`src/rtl/dc_pkg.sv`:
```
// Shared types and default timing for the duty-cycle button conditioner.
package dc_pkg;

  typedef enum logic [1:0] {
    ST_IDLE   = 2'd0,
    ST_HOLD   = 2'd1,
    ST_REPEAT = 2'd2
  } ch_state_e;

  localparam int DEF_SYNC_STAGES     = 2;
  localparam int DEF_DEBOUNCE_CYCLES = 4;
  localparam int DEF_HOLD_CYCLES     = 64;
  localparam int DEF_REPEAT_CYCLES   = 16;
  localparam int DEF_REPEAT_EN       = 1;

  // Counter width that never collapses to zero bits for tiny ranges.
  function automatic int cnt_width(input int n);
    return (n <= 1) ? 1 : $clog2(n);
  endfunction

endpackage

```
`src/rtl/button_channel.sv`:
```
// One button: synchroniser, debounce filter and press/auto-repeat FSM.
// raw_pulse_out is registered and one clock wide per step request.
import dc_pkg::*;

module button_channel #(
  parameter int SYNC_STAGES     = DEF_SYNC_STAGES,
  parameter int DEBOUNCE_CYCLES = DEF_DEBOUNCE_CYCLES,
  parameter int HOLD_CYCLES     = DEF_HOLD_CYCLES,
  parameter int REPEAT_CYCLES   = DEF_REPEAT_CYCLES,
  parameter int REPEAT_EN       = DEF_REPEAT_EN
) (
  input  logic clk,
  input  logic reset,
  input  logic btn_in,
  output logic db_out,
  output logic raw_pulse_out
);

  localparam int CNT_W   = cnt_width(DEBOUNCE_CYCLES);
  localparam int TMR_MAX = ((HOLD_CYCLES > REPEAT_CYCLES) ? HOLD_CYCLES : REPEAT_CYCLES) - 1;
  localparam int TMR_W   = cnt_width(TMR_MAX + 1);

  logic [SYNC_STAGES-1:0] sync_q, sync_d;
  logic                   db_q, db_d;
  logic [CNT_W-1:0]       cnt_q, cnt_d;
  ch_state_e              state_q, state_d;
  logic [TMR_W-1:0]       tmr_q, tmr_d;
  logic                   pulse_q, pulse_d;
  logic                   sync;

  assign sync = sync_q[SYNC_STAGES-1];

  always_comb begin
    sync_d = {sync_q[SYNC_STAGES-2:0], btn_in};
  end

  // Any sample agreeing with db restarts the stability count.
  always_comb begin
    db_d  = db_q;
    cnt_d = '0;
    if (sync != db_q) begin
      if (cnt_q == CNT_W'(DEBOUNCE_CYCLES - 1)) begin
        db_d = sync;
      end else begin
        cnt_d = cnt_q + 1'b1;
      end
    end
  end

  always_comb begin
    state_d = state_q;
    tmr_d   = tmr_q;
    pulse_d = 1'b0;
    case (state_q)
      ST_IDLE: begin
        if (db_q) begin
          pulse_d = 1'b1;
          state_d = ST_HOLD;
          tmr_d   = '0;
        end
      end
      ST_HOLD: begin
        if (!db_q) begin
          state_d = ST_IDLE;
          tmr_d   = '0;
        end else if (tmr_q == TMR_W'(HOLD_CYCLES - 1)) begin
          if (REPEAT_EN != 0) begin
            pulse_d = 1'b1;
            state_d = ST_REPEAT;
            tmr_d   = '0;
          end
        end else begin
          tmr_d = tmr_q + 1'b1;
        end
      end
      ST_REPEAT: begin
        if (!db_q) begin
          state_d = ST_IDLE;
          tmr_d   = '0;
        end else if (tmr_q == TMR_W'(REPEAT_CYCLES - 1)) begin
          pulse_d = 1'b1;
          tmr_d   = '0;
        end else begin
          tmr_d = tmr_q + 1'b1;
        end
      end
      default: begin
        state_d = ST_IDLE;
        tmr_d   = '0;
      end
    endcase
  end

  always_ff @(posedge clk) begin
    if (reset) begin
      sync_q  <= '0;
      db_q    <= 1'b0;
      cnt_q   <= '0;
      state_q <= ST_IDLE;
      tmr_q   <= '0;
      pulse_q <= 1'b0;
    end else begin
      sync_q  <= sync_d;
      db_q    <= db_d;
      cnt_q   <= cnt_d;
      state_q <= state_d;
      tmr_q   <= tmr_d;
      pulse_q <= pulse_d;
    end
  end

  assign db_out        = db_q;
  assign raw_pulse_out = pulse_q;

endmodule

```
`src/rtl/button_conditioner.sv`:
```
// Two button channels plus chord lockout: a step on one channel is dropped
// while the opposite button is debounced-high.
import dc_pkg::*;

module button_conditioner #(
  parameter int SYNC_STAGES     = DEF_SYNC_STAGES,
  parameter int DEBOUNCE_CYCLES = DEF_DEBOUNCE_CYCLES,
  parameter int HOLD_CYCLES     = DEF_HOLD_CYCLES,
  parameter int REPEAT_CYCLES   = DEF_REPEAT_CYCLES,
  parameter int REPEAT_EN       = DEF_REPEAT_EN
) (
  input  logic clk,
  input  logic reset,
  input  logic inc_btn_in,
  input  logic dec_btn_in,
  output logic inc_pulse_out,
  output logic dec_pulse_out,
  output logic inc_held_out,
  output logic dec_held_out
);

  logic inc_db, dec_db, inc_raw, dec_raw;
  logic inc_pulse_q, inc_pulse_d, dec_pulse_q, dec_pulse_d;
  logic inc_held_q, inc_held_d, dec_held_q, dec_held_d;

  button_channel #(
    .SYNC_STAGES(SYNC_STAGES), .DEBOUNCE_CYCLES(DEBOUNCE_CYCLES),
    .HOLD_CYCLES(HOLD_CYCLES), .REPEAT_CYCLES(REPEAT_CYCLES), .REPEAT_EN(REPEAT_EN)
  ) u_inc (
    .clk(clk), .reset(reset), .btn_in(inc_btn_in),
    .db_out(inc_db), .raw_pulse_out(inc_raw)
  );

  button_channel #(
    .SYNC_STAGES(SYNC_STAGES), .DEBOUNCE_CYCLES(DEBOUNCE_CYCLES),
    .HOLD_CYCLES(HOLD_CYCLES), .REPEAT_CYCLES(REPEAT_CYCLES), .REPEAT_EN(REPEAT_EN)
  ) u_dec (
    .clk(clk), .reset(reset), .btn_in(dec_btn_in),
    .db_out(dec_db), .raw_pulse_out(dec_raw)
  );

  // Simultaneous presses lock each other out, so neither steps.
  always_comb begin
    inc_pulse_d = inc_raw & ~dec_db;
    dec_pulse_d = dec_raw & ~inc_db;
    inc_held_d  = inc_db;
    dec_held_d  = dec_db;
  end

  always_ff @(posedge clk) begin
    if (reset) begin
      inc_pulse_q <= 1'b0;
      dec_pulse_q <= 1'b0;
      inc_held_q  <= 1'b0;
      dec_held_q  <= 1'b0;
    end else begin
      inc_pulse_q <= inc_pulse_d;
      dec_pulse_q <= dec_pulse_d;
      inc_held_q  <= inc_held_d;
      dec_held_q  <= dec_held_d;
    end
  end

  assign inc_pulse_out = inc_pulse_q;
  assign dec_pulse_out = dec_pulse_q;
  assign inc_held_out  = inc_held_q;
  assign dec_held_out  = dec_held_q;

endmodule

```
`config.mk`:
```
export PLATFORM = sky130hd
export DESIGN_NAME = button_conditioner
export DESIGN_NICKNAME = d
export VERILOG_FILES = /design/src/rtl/dc_pkg.sv /design/src/rtl/button_channel.sv /design/src/rtl/button_conditioner.sv
export SDC_FILE = /design/constraint.sdc
export NUM_CORES = 1
export LEC_CHECK = 0
export CAP_MARGIN = 5
export CORE_ASPECT_RATIO = 0.7
export CORE_MARGIN = 8
export CORE_UTILIZATION = 45
export DETAILED_ROUTE_END_ITERATION = 7
export DONT_BUFFER_PORTS = 1
export PLACE_DENSITY = 0.62
export SLEW_MARGIN = 20
export SYNTH_ARGS = -nofsm -noshare
export SYNTH_HDL_FRONTEND = slang
export SYNTH_SLANG_ARGS = --single-unit
```
`constraint.sdc`:
```
create_clock -name clk -period 1.4 [get_ports clk]
set_input_delay 0.28 -clock clk [delete_from_list [all_inputs] [get_ports clk]]
set_output_delay 0.28 -clock clk [all_outputs]
set_load 0.05 [all_outputs]
```
==> results_dict.tcl <==
set metrics [dict create \
    synth-async-reset-ratio_pct 0 \
    pin_count 8 \
    cts_sinks 32 \
    ys.flop_type "dfxtp_1" \
    yosysTopAreaCell "dfxtp_1" \
    yosysUniqueCellTypes 43 \
    p_leak_uw 0.000790 \
    synthesis.nets 193 \
    critPathKind "register to register" \
    internal-power_uw 1530 \
    layout.nets 209 \
    run_status "finished clean" \
    drc 0 \
    synth_common_cells "dfxtp_1, nor2_1, ha_1" \
    critPathCaptureType "register" \
    seqPwrFrac_pct 47.4 \
    drtIter0Drc 110 \
    grt_pass1_vias 1179 \
    dieHeight_um 66.1 \
    slew_viol_final 0 \
    ant_nets 0 \
    worstPathMaxFanout 7 \
    yosysTopAreaCellShare_pct 39.8 \
    grt.overflow.total 0 \
    power_density_nw_per_um2 967 \
    clk_pin_slew_ps 70 \
    start_kind "register" \
    clock_skew_ps 7.22 \
    fin_util_pct 58.1 \
    placedCellCount 233 \
    stdcell_count 244 \
    grt_first_pass_wirelength_um 5240 \
    ys_seq_area_share_pct 39.8 \
    clock_power_share_pct 44.5 \
    fp.dieW_um 87.5 \
    p_comb_share_pct 8.1 \
    finalCritPeriodShare_pct 98.6 \
    vias 1330 \
    drive_gt1_share_pct 29.4 \
    htreeDepth 2 \
    gp_congestion 0.907 \
    swShare_pct 21.6 \
    min_path_type "input port to register" \
    firstDrtPassIters 4 \
    synth-edff-count 0 \
    cts_tree "built" \
    fmax_mhz 725 \
    netlist_instances 177 \
    hold_violations 0 \
    period_needed_ps 1380 \
    rsz0062_at_grt "yes" \
    syn_area_per_cell_sq_um 9.10 \
    synth_area_leaders "dfxtp_1, ha_1, nor2_1" \
    fillCellCount 311 \
    stdcell_area_sq_um 2010 \
    grt_antenna_before_repair 0 \
    areaGrowthSynthToFinish_pct 25.1 \
    grt_use_total_pct 11.5 \
    place_ws_ps -71.6 \
    setup_violations 0 \
    dieArea_sq_um 5780 \
    mappedNetlistArea_sq_um 1610 \
    numPortBuffers 0 \
    routed_wl_um 3320 \
    routed_via_density 5.45 \
    wl_per_cell_um 13.6 \
    slew_headroom_pct 68.0 \
    start_util_pct 46.4 \
    diodes 0 \
    p_total_uw 1950 \
    ys_ff_latch 32 \
    drv_cap 0 \
    yosysMostFrequentCell "dfxtp_1" \
    switching_power_uw 420 \
    rows 18 \
    ir_drop_v 0.000594 \
    coreArea_sq_um 3470 \
    grt_max_degree 34 \
    numCtsBuffers 5 \
    cts_root_buf "clkbuf_8" \
    clockBufferDepth 2 \
    synth_warnings 0 \
    place_area_sq_um 1730 \
    required_ps 1570 \
    setup_ws_ps 20.2 \
    dp_hpwl_um 2140 \
    worstMarginPinSlew_ps 479 \
    cp_data_arrival_time_ps 1550 \
    clk_latency_ps 280 \
]
[sequential cells by signal, summed over array words and instances (netlist names), 2 cells and up]
signal and cells:
u_inc.state_q 2, u_inc.cnt_q 2, u_inc.sync_q 2, u_inc.tmr_q 6
u_dec.sync_q 2, u_dec.tmr_q 6, u_dec.state_q 2, u_dec.cnt_q 2
[kinds of logic after synthesis]
kind of cell | synth area share (%)
multiplexers | 2.49
buffers and inverters | 5.91
adder cells (fa/ha/maj) | 9.32
AND/OR/NAND/NOR | 25.2
AO/OA/AOI/OAI | 16.2
flip-flops | 39.8
XOR/XNOR | 1.09
[stage by stage]
step           hold WS [ps]  TNS (ps)
6_report               53.3         0
5_1_grt                37.3     -98.1
4_1_cts                43.7     -17.6
3_5_place_dp            353      -397
3_3_place_gp            351     -76.2
2_1_floorplan           359         0
[routing by layer]
layer  routed length, um  part of all wire, %  GRT usage, %  vias up
met3                 200                  6.0          3.85        6
met2                1500                   45          17.0       45
met4                  51                  1.5          4.69        0
met1                1560                   47          14.8      622
li1                    -                    -             -      657
met5                   0                    0             0        -
[layout by cell type (no fill, tap or decap), types with 5 or more instances in the layout]
master     n
ha_4       5
buf_4     19
nor3_1     6
ha_1       6
nor2b_1    8
clkbuf_8   5
a21oi_1    7
dfxtp_1   28
nor2_1    20
nand2_1   10
[repair_timing]
action / in CTS / in global routing
hold buffers: 0 / 0
gates resized for setup: 10 / 26
buffers inserted: 1 / 2
pin swaps: 2 / 5
endpoints found under the setup margin: 14 / 17
[worst paths after layout]
check	end	depth (start not counted)	slack (ps)	startpoint
hold reg to reg	u_inc.cnt_q[0]	1	420	u_inc.cnt_q[0]
hold / removal	u_dec.state_q[1]	1	50	reset
setup reg to reg	u_inc.tmr_q[1]	6	20	u_inc.state_q[1]
setup / recovery	u_inc.tmr_q[1]	6	20	u_inc.state_q[1]
[worst max-delay path, stage by stage, from the launching register on]
cell and delay (ps):
dfxtp_4 370, inv_2 70, ha_4 180, o211ai_4 280
inv_1 120, a22oi_1 200, nor2_1 50
[final cells by class]
cell class | count | area (sq um) | share of cell area (%)
well taps | 50 | 62.6 | 3.11
inverters | 7 | 31.3 | 1.55
repair buffers | 19 | 143 | 7.08
flip-flops and latches | 32 | 653 | 32.4
multi-input cells | 128 | 1020 | 50.5
clock inverters | 2 | 35.0 | 1.74
clock buffers | 6 | 72.6 | 3.60
[power groups by stage]
stage	clock network (uW)	registers, uW	logic [uW]
after global placement	0	949	126
after global routing	935	924	174
after CTS	886	929	141
final	867	924	158
after floorplan	0	951	110
after detailed placement	0	949	129
Power figures use the tool's default switching activity.
